$ cat src/rtl/cla_pkg.sv
// cla_pkg: constants, block-count helper and result types
// shared by the carry-lookahead add/subtract family.
package cla_pkg;

  localparam int BLOCK_SIZE = 4;
  localparam int RESULT_W   = 32;

  function automatic int num_blocks(input int width);
    return width / BLOCK_SIZE;
  endfunction

  typedef struct packed {
    logic bout;
    logic ovf;
    logic zero;
  } cla_flags_t;

  // Full result beat at the default operand width.
  typedef struct packed {
    logic [RESULT_W-1:0] diff;
    cla_flags_t          flags;
  } cla_result_t;

endpackage

$ cat src/rtl/cla_4bit.sv
// cla_4bit: 4-bit carry-lookahead block with block
// propagate/generate outputs for a second-level lookahead.
module cla_4bit (
  input  logic [3:0] a,
  input  logic [3:0] b,
  input  logic       cin,
  output logic [3:0] sum,
  output logic       p,
  output logic       g
);

  logic [3:0] pi;
  logic [3:0] gi;
  logic [3:0] c;

  assign pi = a ^ b;
  assign gi = a & b;

  assign c[0] = cin;
  assign c[1] = gi[0] | (pi[0] & cin);
  assign c[2] = gi[1] | (pi[1] & gi[0])
              | (pi[1] & pi[0] & cin);
  assign c[3] = gi[2] | (pi[2] & gi[1])
              | (pi[2] & pi[1] & gi[0])
              | (pi[2] & pi[1] & pi[0] & cin);

  assign sum = pi ^ c;
  assign p   = &pi;
  assign g   = gi[3]
             | (pi[3] & gi[2])
             | (pi[3] & pi[2] & gi[1])
             | (pi[3] & pi[2] & pi[1] & gi[0]);

endmodule

$ cat src/rtl/pipelined_cla_subtractor.sv
// pipelined_cla_subtractor: two-stage CLA computing A - B - Bin
// with valid/ready on both ends and borrow/overflow/zero flags.
module pipelined_cla_subtractor
  import cla_pkg::*;
#(
  parameter int WIDTH      = 32,
  parameter int BLOCK_SIZE = 4
) (
  input  logic             clk,
  input  logic             reset,
  input  logic             in_valid,
  output logic             in_ready,
  input  logic [WIDTH-1:0] A,
  input  logic [WIDTH-1:0] B,
  input  logic             Bin,
  output logic             out_valid,
  input  logic             out_ready,
  output logic [WIDTH-1:0] Diff,
  output logic             Bout,
  output logic             Ovf,
  output logic             Zero
);

  localparam int NB = num_blocks(WIDTH);

  if ((WIDTH % BLOCK_SIZE) != 0 ||
      BLOCK_SIZE != cla_pkg::BLOCK_SIZE) begin : g_bad_cfg
    $fatal(1, "WIDTH must be a multiple of a 4-bit block");
  end

  typedef struct packed {
    logic [WIDTH-1:0] a;
    logic [WIDTH-1:0] nb;
    logic             cin;
    logic [NB-1:0]    p;
    logic [NB-1:0]    g;
    logic             a_msb;
    logic             b_msb;
  } s1_t;

  logic       s1_valid;
  s1_t        s1;
  s1_t        s1_d;
  logic       s2_adv;
  logic       accept;
  cla_flags_t flags_q;
  cla_flags_t flags_c;

  logic [WIDTH-1:0] nb_in;
  logic [NB-1:0]    pg_p;
  logic [NB-1:0]    pg_g;
  logic [NB:0]      carry;
  logic [WIDTH-1:0] diff_c;

  assign s2_adv   = s1_valid & (~out_valid | out_ready);
  assign in_ready = ~s1_valid | s2_adv;
  assign accept   = in_valid & in_ready;

  assign nb_in = ~B;

  // Stage 1: block P/G only; the carry-in is resolved next cycle.
  for (genvar i = 0; i < NB; i++) begin : g_pg
    logic [3:0] sum_unused;
    cla_4bit u_pg (
      .a   (A[i*BLOCK_SIZE +: BLOCK_SIZE]),
      .b   (nb_in[i*BLOCK_SIZE +: BLOCK_SIZE]),
      .cin (1'b0),
      .sum (sum_unused),
      .p   (pg_p[i]),
      .g   (pg_g[i])
    );
  end

  always_comb begin
    s1_d       = '0;
    s1_d.a     = A;
    s1_d.nb    = nb_in;
    s1_d.cin   = ~Bin;
    s1_d.p     = pg_p;
    s1_d.g     = pg_g;
    s1_d.a_msb = A[WIDTH-1];
    s1_d.b_msb = B[WIDTH-1];
  end

  // Stage 2: block carries ripple through the registered P/G.
  assign carry[0] = s1.cin;

  for (genvar i = 0; i < NB; i++) begin : g_sum
    logic p_unused;
    logic g_unused;
    assign carry[i+1] = s1.g[i] | (s1.p[i] & carry[i]);
    cla_4bit u_sum (
      .a   (s1.a[i*BLOCK_SIZE +: BLOCK_SIZE]),
      .b   (s1.nb[i*BLOCK_SIZE +: BLOCK_SIZE]),
      .cin (carry[i]),
      .sum (diff_c[i*BLOCK_SIZE +: BLOCK_SIZE]),
      .p   (p_unused),
      .g   (g_unused)
    );
  end

  always_comb begin
    flags_c      = '0;
    flags_c.bout = ~carry[NB];
    flags_c.ovf  = (s1.a_msb != s1.b_msb) &
                   (diff_c[WIDTH-1] != s1.a_msb);
    flags_c.zero = (diff_c == '0);
  end

  always_ff @(posedge clk or negedge reset) begin
    if (!reset) begin
      s1_valid <= 1'b0;
      s1       <= '0;
    end else begin
      if (accept) begin
        s1_valid <= 1'b1;
        s1       <= s1_d;
      end else if (s2_adv) begin
        s1_valid <= 1'b0;
      end
    end
  end

  always_ff @(posedge clk or negedge reset) begin
    if (!reset) begin
      out_valid <= 1'b0;
      Diff      <= '0;
      flags_q   <= '0;
    end else begin
      if (s2_adv) begin
        out_valid <= 1'b1;
        Diff      <= diff_c;
        flags_q   <= flags_c;
      end else if (out_ready) begin
        out_valid <= 1'b0;
      end
    end
  end

  assign Bout = flags_q.bout;
  assign Ovf  = flags_q.ovf;
  assign Zero = flags_q.zero;

endmodule
$ cat config.mk
export PLATFORM = sky130hd
export DESIGN_NAME = pipelined_cla_subtractor
export DESIGN_NICKNAME = d
export VERILOG_FILES = /design/src/rtl/cla_pkg.sv /design/src/rtl/cla_4bit.sv /design/src/rtl/pipelined_cla_subtractor.sv
export SDC_FILE = /design/constraint.sdc
export NUM_CORES = 1
export LEC_CHECK = 0
export BUFFER_PORTS_ARGS = -buffer_cell sky130_fd_sc_hd__buf_2
export CORE_MARGIN = 5
export CORE_UTILIZATION = 37
export DETAILED_ROUTE_END_ITERATION = 8
export PLACE_DENSITY = 0.59
export SETUP_SLACK_MARGIN = 0.4
export SYNTH_ARGS = -nofsm -noshare
export SYNTH_HDL_FRONTEND = slang
export SYNTH_SLANG_ARGS = --single-unit
$ cat constraint.sdc
create_clock -name clk -period 3.23 [get_ports clk]
set_clock_uncertainty 0.15 [all_clocks]
set_input_delay 0.1615 -clock clk [delete_from_list [all_inputs] [get_ports clk]]
set_output_delay 0.1615 -clock clk [all_outputs]
set_load 0.02 [all_outputs]
# Yosys cells after proc, flatten, opt, wreduce, memory -nomap -nowiden
# Index checks and enable logic that the tools add are counted.
[op_classes]
reduce_logical = 11
eq_ne = 2
bitwise_logic = 250
mux = 4
[ops]
columns = ["op", "count"]
rows = [
  ["AND 1 bit", 123],
  ["bitwise XOR 4 bit", 24],
  ["bitwise OR 1 bit", 82],
  ["AND 4 bit", 8],
  ["zero test 32 bit", 1],
  ["inverter 32 bit", 1],
  ["AND reduction 4 bit", 8],
  ["AND 3 bit", 8],
  ["two-way mux 1 bit", 4],
  ["inverter 1 bit", 4],
  ["nonzero test 2 bit", 2],
  ["inequality test 1 bit", 2],
]
[totals]
reg_bits = 120
in_bits = 69

# Logic depth before layout (Yosys ltp)
# Gate-level depths: netlist of the first run.
[logic_depth]
word_depth = 19
ltp_mapped = 13
mapped_depth_nobuf = 13

# By module
# A second synthesis of the first run with hierarchy kept.
[unflattened]
cells_unflattened = 709
hier_area_um2 = 7644.8
[by_module_without_submodules]
columns = ["mod", "seq_area_each_um2", "instances", "cells_each", "area_per_inst_um2"]
rows = [
  ["pipelined_cla_subtractor", 2977.9, 1, 357, 4722.0],
  ["cla_4bit", 0.0, 16, 22, 182.7],
]

# Worst setup path after synthesis of the first run
# No wires, ideal clock.
[synth_path]
kind = "reg2reg"
start = "reg s1 (netlist bit carry[0])"
end = "reg flags_q (netlist bit Zero)"
path_slack_ps = -265
synth_period_minus_slack_ps = 3495
stages_incl_launch_ff = 14
required_time_ps = 2988
setup_ps = 92
arrival_ps = 3253
path_cell_list = "dfrtp_1 -> a211o_4 -> a2111oi_4 -> nor2_2 -> a21o_1 -> a21o_1 -> fa_1 -> nor4_1 -> nand2_1 -> nor4_1 -> o2111ai_1 -> nor4b_1 -> nand4_1 -> o31ai_2"
[synth_lines]
columns = ["element", "line", "source"]
rows = [
  ["start, declared", "pipelined_cla_subtractor.sv:42", "s1_t s1;"],
  ["start signal, assigned", "pipelined_cla_subtractor.sv:113", "s1 <= '0;"],
  ["start signal, assigned", "pipelined_cla_subtractor.sv:117", "s1 <= s1_d;"],
  ["AND 1 bit", "pipelined_cla_subtractor.sv:91", "assign carry[i+1] = s1.g[i] | (s1.p[i] & carry[i]);"],
  ["bitwise OR 1 bit", "pipelined_cla_subtractor.sv:91", ""],
  ["AND 1 bit", "pipelined_cla_subtractor.sv:91", ""],
  ["bitwise OR 1 bit", "pipelined_cla_subtractor.sv:91", ""],
  ["AND 1 bit", "pipelined_cla_subtractor.sv:91", ""],
  ["bitwise OR 1 bit", "pipelined_cla_subtractor.sv:91", ""],
  ["AND 1 bit", "pipelined_cla_subtractor.sv:91", ""],
  ["bitwise OR 1 bit", "pipelined_cla_subtractor.sv:91", ""],
  ["AND 1 bit", "pipelined_cla_subtractor.sv:91", ""],
  ["bitwise OR 1 bit", "pipelined_cla_subtractor.sv:91", ""],
  ["AND 1 bit", "pipelined_cla_subtractor.sv:91", ""],
  ["bitwise OR 1 bit", "pipelined_cla_subtractor.sv:91", ""],
  ["AND 1 bit", "pipelined_cla_subtractor.sv:91", ""],
  ["bitwise OR 1 bit", "pipelined_cla_subtractor.sv:91", ""],
  ["bitwise XOR 4 bit", "cla_4bit.sv:27", "assign sum = pi ^ c;"],
  ["named net diff_c[28]", "pipelined_cla_subtractor.sv:53", "logic [WIDTH-1:0] diff_c;"],
  ["zero test 32 bit", "pipelined_cla_subtractor.sv:107", "flags_c.zero = (diff_c == '0);"],
  ["end signal, assigned", "pipelined_cla_subtractor.sv:133", "flags_q <= flags_c;"],
  ["end, declared", "pipelined_cla_subtractor.sv:46", "cla_flags_t flags_q;"],
]
# The timed path passes the listed nets, and every way through them passes these cells.
# A chain may end at the register's enable or synchronous reset.

# Final worst setup path of the first run
[layout_path]
start = "reg s1 (netlist bit carry[0])"
end = "reg flags_q (netlist bit Zero)"
[layout_via]
elab_chain_len = 18
[layout_lines]
columns = ["element", "line"]
rows = [
  ["AND 1 bit", "pipelined_cla_subtractor.sv:91"],
  ["bitwise OR 1 bit", "pipelined_cla_subtractor.sv:91"],
  ["AND 1 bit", "pipelined_cla_subtractor.sv:91"],
  ["bitwise OR 1 bit", "pipelined_cla_subtractor.sv:91"],
  ["AND 1 bit", "pipelined_cla_subtractor.sv:91"],
  ["bitwise OR 1 bit", "pipelined_cla_subtractor.sv:91"],
  ["AND 1 bit", "pipelined_cla_subtractor.sv:91"],
  ["bitwise OR 1 bit", "pipelined_cla_subtractor.sv:91"],
  ["[... 2 more ...]", "n/a"],
  ["AND 1 bit", "pipelined_cla_subtractor.sv:91"],
  ["bitwise OR 1 bit", "pipelined_cla_subtractor.sv:91"],
  ["AND 1 bit", "pipelined_cla_subtractor.sv:91"],
  ["bitwise OR 1 bit", "pipelined_cla_subtractor.sv:91"],
  ["AND 1 bit (on tied branches)", "cla_4bit.sv:20, cla_4bit.sv:22, cla_4bit.sv:25"],
  ["bitwise OR 1 bit (on tied branches)", "cla_4bit.sv:20, cla_4bit.sv:22, cla_4bit.sv:25"],
  ["bitwise XOR 4 bit", "cla_4bit.sv:27"],
  ["zero test 32 bit (*)", "pipelined_cla_subtractor.sv:107"],
]
# Mark *: on every way between the ends. The rest lies on a longest branch, timed or not.

==> impl_metrics.tcl, run 1 <==
set metrics [dict create \
    r2r_slack_ns -0.35 \
    hpwl_um 11900 \
    pwr-share-comb_pct 31.7 \
    final_area_um2 8660 \
    area_growth_pct 35.4 \
    postRouteAntennaNets 0 \
    floorplan.initialDensity_pct 37.4 \
    synth_area_leaders "dfrtp_1, ha_1, mux2_2, o21ai_0, nand2_1" \
    rows 48 \
    first_pass_iters 4 \
    synth_top_family_by_area "compound AO/OA/AOI/OAI gates" \
    synth_warnings 0 \
    cts_tree "done" \
    synth_nets 728 \
    synth_edf_count 0 \
    cp.depth 13 \
    synthMuxAreaShare_pct 7.40 \
    worstPathMaxFanout 2 \
    worst_pin_slew_ns 0.842 \
    core-area_um2 17100 \
    initialDrtViolationCount 219 \
    r2r_end "Zero" \
    crit_buf_inv 0 \
    total_power_uw 5930 \
    io_buffers 105 \
    finalHoldViolCount 0 \
    path_common_cell "a21o_1" \
    synth_simple_gate_area_share_pct 9.22 \
    postCtsSetupRepairBufs 0 \
    synth-main-ff-cell "dfrtp_1" \
    critPathLaunchType "flip-flop" \
    slew_headroom_pct 43.9 \
    cts_buffer_depth 2 \
    groute.usage.overall_pct 16.1 \
    synth_sequential_area_ratio_pct 46.6 \
    ys_async_sr_fraction_pct 100 \
    cts-root-buf "clkbuf_16" \
    worst-r2r-cell-count 13 \
    clockPowerShare_pct 33.4 \
    crit_end "Zero" \
    synth_xor_area_share_pct 4.91 \
    die_h_um 141 \
    cts_buffers 17 \
    vdd_ir_drop_max_v 0.000436 \
    rsz0062_at_grt "true" \
    drc_errors 0 \
    p_sw_uw 1990 \
    crit_chain "a211o_4, a2111oi_4, nor2_2, a21o_1, a21o_1, fa_1, xnor2_1, nand3_1, nor4_2, o2111ai_1, nor4b_2, nand4_1, o31ai_2" \
    cts.clk_slew.worst_paths_ns 0.06 \
    path_class "flip-flop to flip-flop" \
    cts.sinks 119 \
    wl_um 15500 \
    cp_slowest_cell "dfrtp_1" \
    fin_crit_sh_pct 111 \
    grt_pass1_wl_um 25700 \
    via_per_inst 4.80 \
    clock.fmax_mhz 279 \
    synth_common_cells "dfrtp_1, nand2_1, o21ai_0, ha_1, mux2_2" \
    yosysMostFrequentCell "dfrtp_1" \
    finalSetupViolCount 1 \
    insertion_delay_ns 0.42 \
    htree_num_levels 4 \
    gp_congestion 0.801 \
    ios 106 \
    die-area_um2 20000 \
    antenna_cells 0 \
    slew_viol_final 0 \
    cap_violations 0 \
    synth-compound-area-share_pct 14.7 \
    arrival_ns 3.77 \
    n_fill_cell 1570 \
    seq_power_share_pct 34.9 \
    grt_pass1_vias 5081 \
    p_leak_uw 0.00424 \
    synth_top_area_cell "dfrtp_1" \
    antenna_found_initial 0 \
    slowest_delay_ns 0.39 \
    r2r-start "carry[0]" \
    drive_above_1_share_pct 28.0 \
    switching_share_pct 33.5 \
    startpoint "carry[0]" \
    required_ns 3.41 \
    synth_top_area_share_pct 46.6 \
    grt_overflow_total 0 \
    dp_cells 928 \
    syn_inst 595 \
    pre_cts_ws_ns -0.522 \
    path_delay_family "compound AO/OA/AOI/OAI gates" \
    fin_crit_ns 3.58 \
    violations "setup timing" \
    place_area_um2 7310 \
    seq_area_um2 2980 \
    finalWorstSetupSlack_ns -0.353 \
    dr_total_vias 4937 \
    ys_types 52 \
    synth_fa_ha_area_share_pct 13.5 \
    die_x_um 141 \
    hold_class "input pin to async pin" \
    wl_per_cell_um 15.1 \
    instances_no_fill 1028 \
    netlist_area_um2 6390 \
    synth_area_per_cell_um2 10.7 \
    yosys_register_bits 119 \
    grt_max_degree 83 \
    endpoint_kind "flip-flop" \
    multi_input_comb_area_um2 3220 \
    power.density_nw_per_um2 685 \
    layout.nets 924 \
    outcome "complete, but fails checks" \
    internal_power_uw 3940 \
]
==> worst register-to-register path: stages, from the launching register on <==
cell and delay (ns):
dfrtp_1 0.39, a211o_4 0.37, a2111oi_4 0.39, nor2_2 0.08, a21o_1 0.18, a21o_1 0.18, fa_1 0.39, xnor2_1 0.16
nand3_1 0.13, nor4_2 0.30, o2111ai_1 0.19, nor4b_2 0.27, nand4_1 0.15, o31ai_2 0.19
==> logic make-up (layout without fill, tap and decap cells) <==
group | Yosys count | in the layout
buffers and inverters | 61 | 269
AOI/OAI and AO/OA | 147 | 147
xor gates and xnor gates | 34 | 34
DFF | 119 | 119
and+or+nand+nor | 128 | 128
muxes | 42 | 42
adders and majority gates | 64 | 64
==> cell type report <==
cell class | count | area share (%)
flip-flops and latches | 119 | 34.4
inverters | 41 | 1.78
clock inverters | 13 | 2.08
well taps | 225 | 3.25
repair buffers | 197 | 16.2
multi-input cells | 415 | 37.2
clock buffers | 18 | 5.07
==> cells in the final DEF, fill, tap and decap left out, types with 2 or more instances in the layout <==
cell,n
dfrtp_1,119
buf_2,104
nand2_1,82
o21ai_0,76
dlygate4sd3_1,69
ha_1,56
mux2_2,42
inv_1,41
buf_4,23
a21o_1,21
a21oi_1,20
xor2_1,19
clkbuf_16,17
xnor2_1,13
nand4_1,10
nand3_1,8
fa_1,8
a211oi_1,4
nor2_1,4
clkinv_2,4
bufinv_16,4
a21o_2,3
nand2b_1,3
o31ai_1,3
clkinvlp_4,3
or3_1,2
nor2_2,2
o31ai_2,2
a41o_1,2
nor3_1,2
o2111ai_1,2
nor4_2,2
nor4b_2,2
clkinv_4,2
==> worst min path at each step <==
stage               start     end  slack, ns  cells after the start
detailed placement  reset  s1[29]       0.17                      1
finish              reset  s1[29]       0.24                      2
CTS                 reset  s1[66]       0.28                      2
floorplan           reset    Bout      -0.28                      0
global route        reset  s1[29]       0.34                      2
global placement    reset  s1[30]       0.15                      1
==> power by group through the flow <==
| stage | sequential, uW | clock, uW | combinational [uW] |
|---|---|---|---|
| 2_1_floorplan | 2270 | 0 | 927 |
| 3_3_place_gp | 2080 | 0 | 1780 |
| 3_5_place_dp | 2100 | 0 | 1800 |
| 4_1_cts | 2070 | 2010 | 1900 |
| 5_1_grt | 2110 | 2080 | 2080 |
| 6_report | 2070 | 1980 | 1880 |
==> state kept, by name, summed over array words and instances (netlist names) <==
register   cells
s1_valid       1
out_valid      1
carry          1
Zero           1
Diff          32
Bout           1
s1            81
Ovf            1
==> layer usage <==
metal / routed length, um / global-route usage, % / up-vias
met2: 7400 / 26.3 / 82
li1: - / - / 2480
met5: 0 / 0 / -
met4: 271 / 5.45 / 0
met1: 7290 / 21.5 / 2354
met3: 539 / 3.27 / 21
==> per-stage QoR <==
stage / util (%) / hold WS [ns] / setup TNS, ns
after floorplan: - / -0.284 / -0.202
after global placement: 42.7 / 0.152 / -0.303
after detailed placement: 42.7 / 0.171 / -0.522
after CTS: 50.5 / 0.276 / -0.371
after global routing: 50.6 / 0.336 / -0.561
final: 50.6 / 0.240 / -0.353
==> timing repair <==
item / 4_1_cts / 5_1_grt
hold buffers: 69 / 0
setup endpoints to repair: 1 / 1
resized for setup: 5 / 1
pin swaps: 2 / 0
endpoints found under the hold margin: 129 / 0
Power figures use the tool's default switching activity.
==> run 2: changes to the inputs <==
--- a/config.mk
+++ b/config.mk
@@ -11,6 +11,7 @@
 export DETAILED_ROUTE_END_ITERATION = 8
 export PLACE_DENSITY = 0.59
 export SETUP_SLACK_MARGIN = 0.4
+export SKIP_CTS_REPAIR_TIMING = 1
 export SYNTH_ARGS = -nofsm -noshare
 export SYNTH_HDL_FRONTEND = slang
 export SYNTH_SLANG_ARGS = --single-unit
==> run 2 against run 1 <==
- the run ends with hold timing, setup timing left
- non-clock buffer count decreased by 1
- setup slack got worse by 0.0051 ns
- cell count about the same
- combinational power is essentially flat
- first-iteration DRC count is 9.1% lower
- fmax decreased by 0.14%
- core utilization is 0.051 points higher
- via count about the same
- hold slack lost 0.25 ns
- register-to-register slack about the same
- sequential share of layout area is essentially flat
- global-route usage is 0.32 points lower
- largest cell class unchanged
==> impl_metrics.tcl, run 2 (synthesis results as in run 1) <==
set metrics [dict create \
    fin_crit_ns 3.59 \
    hp-start "out_ready" \
    crit_chain "a211o_4, a2111oi_4, nor2_2, a21o_1, a21o_1, fa_2, xnor2_1, nand3_1, nor4_4, o2111ai_2, nor4b_2, nand4_1, o31ai_2" \
    cts_buffers 17 \
    path_class "flip-flop to flip-flop" \
    cts-root-buf "clkbuf_16" \
    worst_pin_slew_ns 0.838 \
    grt_overflow_total 0 \
    grt_pass1_wl_um 25100 \
    outcome "complete, but fails checks" \
    mostFrequentLayoutCells "dfrtp_1, buf_2, nand2_1, o21ai_0, dlygate4sd3_1" \
    hpwl_um 11900 \
    slew_headroom_pct 44.1 \
    cts_buffer_depth 2 \
    whs_ns -0.0138 \
    r2r-start "s1[10]" \
    insertion_delay_ns 0.42 \
    r2r_slack_ns -0.36 \
    path_common_cell "a21o_1" \
    cap_violations 0 \
    required_ns 3.41 \
    fin_tns_setup_ns -0.358 \
    worstPathMaxFanout 2 \
    htree_num_levels 4 \
    cts.clk_slew.worst_paths_ns 0.06 \
    groute.usage.overall_pct 15.8 \
    cts_tree "done" \
    mostFrequentLayoutCell "dfrtp_1" \
    top_regs "s1: 81 flops, Diff: 32 flops" \
    first_pass_iters 4 \
    antenna_cells 0 \
    core-area_um2 17100 \
    clock.fmax_mhz 279 \
    drive_above_1_share_pct 28.4 \
    whs_path_depth 3 \
    layout.nets 923 \
    grt_pass1_vias 4871 \
    grt_max_degree 83 \
    total_power_uw 5940 \
    antenna_found_initial 0 \
    drc_errors 0 \
    io_buffers 105 \
    cts.sinks 119 \
    regMostFlops "s1" \
    hold_class "input pin to flip-flop" \
    place_area_um2 7310 \
    endpoint_kind "flip-flop" \
    worst-r2r-cell-count 13 \
    ios 106 \
    die-area_um2 20000 \
    critPathLaunchType "flip-flop" \
    arrival_ns 3.77 \
    wl_per_cell_um 15.1 \
    die_h_um 141 \
    finalWorstSetupSlack_ns -0.358 \
    gp_congestion 0.801 \
    initialDrtViolationCount 199 \
    r2r_end "Zero" \
    violations "hold timing, setup timing" \
    rows 48 \
    slew_viol_final 0 \
    finalSetupViolCount 1 \
    finalHoldViolCount 2 \
    vdd_ir_drop_max_v 0.000434 \
    rsz0062_at_grt "true" \
    slowest_delay_ns 0.39 \
    p_leak_uw 0.00425 \
    floorplan.initialDensity_pct 37.4 \
    postRouteAntennaNets 0 \
    fin_crit_sh_pct 111 \
    die_x_um 141 \
    via_per_inst 4.80 \
    dr_total_vias 4934 \
    largest_reg_flops 81 \
    area_growth_pct 35.5 \
    cp_slowest_cell "dfrtp_1" \
    wl_um 15500 \
    power.density_nw_per_um2 686 \
    final_area_um2 8670 \
    holdPathEnd "s1_valid" \
]
## run 2: cell types whose count changed in the layout (fill, tap and decap cells not counted)
cell and delta:
buf_6 +1, dlygate4sd3_1 -2, fa_1 -1, fa_2 +1, nor4_2 -1, nor4_4 +1, o2111ai_1 -1, o2111ai_2 +1
## run 2: layout make-up
type                    instances  area (um2)
clock buffers                  18         439
clock inverters                13         180
flip-flops and latches        119        2980
fillers                      1568        8450
repair buffers                196        1400
inverters                      41         154
multi-input cells             415        3240
well taps                     225         282
## run 2: how the worst max path moves through the flow
stage                     startpoint    to  slack (ns)  depth (start not counted)
after floorplan             carry[0]  Zero       -0.20                         13
after global placement         s1[3]  Zero       -0.30                         14
after detailed placement    carry[0]  Zero       -0.52                         13
after CTS                      s1[3]  Zero       -0.53                         14
after global routing           s1[3]  Zero       -0.54                         14
final                         s1[10]  Zero       -0.36                         13
## run 2: worst max-delay path: cells and delay by family (launching register included)
family                     cells  cell delay, ns
AOI/OAI and AO/OA              6            1.49
xor gates and xnor gates       1            0.17
adders and majority gates      1            0.35
DFF                            1            0.39
and+or+nand+nor                5            0.97
## run 2: per-stage QoR
step	util [%]	setup slack [ns]	std cells	hold slack (ns)
2_1_floorplan	-	-0.202	595	-0.284
3_3_place_gp	42.7	-0.303	928	0.152
4_1_cts	46.4	-0.528	959	-0.273
6_report	50.6	-0.358	1027	-0.0138
5_1_grt	50.6	-0.537	1027	0.00119
3_5_place_dp	42.7	-0.522	928	0.171
## run 2: per-layer routing
metal  up-vias  part of all wire [%]  global-route usage, %
met5         -                     0                      0
met4         0                   1.4                   5.15
met3        21                   4.1                   3.61
met2        93                    48                   25.9
met1      2347                    47                   20.9
li1       2473                     -                      -
## run 2: report_power, final
part	switching (uW)	internal, uW
registers	244	1830
clock network	678	1300
logic	1080	821
==> run 3: changes to the inputs <==
--- a/config.mk
+++ b/config.mk
@@ -5,11 +5,12 @@
 export SDC_FILE = /design/constraint.sdc
 export NUM_CORES = 1
 export LEC_CHECK = 0
-export BUFFER_PORTS_ARGS = -buffer_cell sky130_fd_sc_hd__buf_2
 export CORE_MARGIN = 5
 export CORE_UTILIZATION = 37
 export DETAILED_ROUTE_END_ITERATION = 8
-export PLACE_DENSITY = 0.59
+export DONT_BUFFER_PORTS = 1
+export PLACE_DENSITY = 0.54
+export RECOVER_POWER = 100
 export SETUP_SLACK_MARGIN = 0.4
 export SKIP_CTS_REPAIR_TIMING = 1
 export SYNTH_ARGS = -nofsm -noshare
==> run 3 against run 2 <==
- the run ends with hold timing, capacitance limit, slew limit, setup timing left
- register-to-register slack improved by 0.05 ns
- sequential share of layout area rose by 3.0 points
- die area did not move
- largest cell class unchanged
- largest power group unchanged
==> impl_metrics.tcl, run 3 (synthesis results as in run 1) <==
set metrics [dict create \
    layout.nets 818 \
    rows 48 \
    cts_buffer_depth 2 \
    p_leak_uw 0.00375 \
    crit_chain "a211o_4, a2111oi_4, nor2_2, a21o_1, a21o_1, fa_1, nor4_2, nand2_1, nor4_2, o2111ai_2, nor4b_2, nand4_1, o31ai_2" \
    worstPathMaxFanout 2 \
    grt_pass1_wl_um 23700 \
    floorplan.initialDensity_pct 37.4 \
    postRouteAntennaNets 0 \
    die-area_um2 20000 \
    mostFrequentLayoutCells "dfrtp_1, nand2_1, o21ai_0, dlygate4sd3_1, ha_1" \
    groute.usage.overall_pct 15.3 \
    dp_cells 823 \
    io_buffers 0 \
    wl_um 15200 \
    critPathLaunchType "flip-flop" \
    power.density_nw_per_um2 667 \
    area_growth_pct 24.6 \
    antenna_found_initial 0 \
    multi_input_comb_area_um2 3210 \
    gp_congestion 0.809 \
    arrival_ns 3.72 \
    die_x_um 141 \
    ios 106 \
    initialDrtViolationCount 152 \
    drc_errors 0 \
    finalHoldViolCount 127 \
    slew_headroom_pct -5.07 \
    largest_reg_flops 81 \
    cts-root-buf "clkbuf_16" \
    slowest_delay_ns 0.49 \
    finalWorstSetupSlack_ns -0.310 \
    pre_cts_ws_ns -0.473 \
    hpwl_um 11300 \
    outcome "complete, but fails checks" \
    antenna_cells 0 \
    die_h_um 141 \
    cts.clk_slew.worst_paths_ns 0.05 \
    grt_max_degree 124 \
    via_per_inst 4.97 \
    drive_above_1_share_pct 16.0 \
    worst_pin_slew_ns 1.57 \
    top_regs "s1: 81 flops, Diff: 32 flops" \
    first_pass_iters 5 \
    htree_num_levels 4 \
    grt_pass1_vias 4410 \
    cts_buffers 17 \
    cts_tree "done" \
    hold_class "input pin to async pin" \
    core-area_um2 17100 \
    rsz0062_at_grt "true" \
    seq_area_um2 2980 \
    mostFrequentLayoutCell "dfrtp_1" \
    clock.fmax_mhz 282 \
    insertion_delay_ns 0.41 \
    violations "hold timing, capacitance limit, slew limit, setup timing" \
    fin_crit_sh_pct 110 \
    whs_ns -0.703 \
    fin_crit_ns 3.54 \
    slew_viol_final 48 \
    vdd_ir_drop_max_v 0.000409 \
    dr_total_vias 4570 \
    finalSetupViolCount 1 \
    cp_slowest_cell "fa_1" \
    regMostFlops "s1" \
    wl_per_cell_um 16.5 \
    instances_no_fill 919 \
    required_ns 3.41 \
    cts.sinks 119 \
    grt_overflow_total 0 \
    n_fill_cell 1623 \
    cap_violations 1 \
    endpoint_kind "flip-flop" \
    path_class "flip-flop to flip-flop" \
]
-- run 3: final timing paths --
kind / start / to / slack [ns] / cells after the start
setup / recovery: carry[0] / Zero / -0.31 / 13
hold / removal: reset / s1[62] / -0.70 / 0
setup reg to reg: carry[0] / Zero / -0.31 / 13
hold reg to reg: s1[17] / s1[17] / 0.33 / 2
max in group asynchronous: reset / s1[82] / 3.44 / 0
min in group clk: B[15] / s1[5] / -0.03 / 4
-- run 3: where the power goes --
group / switching (uW) / internal, uW
clock: 609 / 989
sequential: 539 / 1820
combinational: 678 / 672
total: 1830 / 3490
-- run 3: metrics by stage --
| step | TNS, ns | cell area (um2) | power, uW | hold slack (ns) | util, % |
|---|---|---|---|---|---|
| after global placement | -0.297 | 6790 | 3640 | -0.277 | 39.6 |
| final | -0.310 | 7970 | 5310 | -0.703 | 46.5 |
| after global routing | -0.566 | 7970 | 5630 | -0.727 | 46.5 |
| after floorplan | -0.202 | 6390 | 3200 | -0.284 | - |
| after CTS | -0.483 | 7280 | 5290 | -0.728 | 42.5 |
| after detailed placement | -0.473 | 6790 | 3670 | -0.281 | 39.6 |
-- run 3: final cells by class --
type,count,share of cell area [%]
inverter,41,1.93
multi-input combinational,415,40.3
clock inverter,6,0.377
clock buffer,22,5.83
timing repair buffer,91,10.7
tap,225,3.53
sequential,119,37.4
-- run 3: routing by layer --
layer / up-vias / track usage (%) / part of all wire [%]
met5: - / 0 / 0
met4: 0 / 5.91 / 2.0
met1: 2205 / 18.7 / 45
met2: 84 / 24.8 / 48
li1: 2258 / - / -
met3: 23 / 5.53 / 5.6
-- run 3: worst max-delay path: cells and delay by family (launching register included) --
kind / cells / cell delay, ns
AO/OA/AOI/OAI: 6 / 1.47
adder cells (fa/ha/maj): 1 / 0.49
flip-flops: 1 / 0.39
AND/OR/NAND/NOR: 6 / 0.96
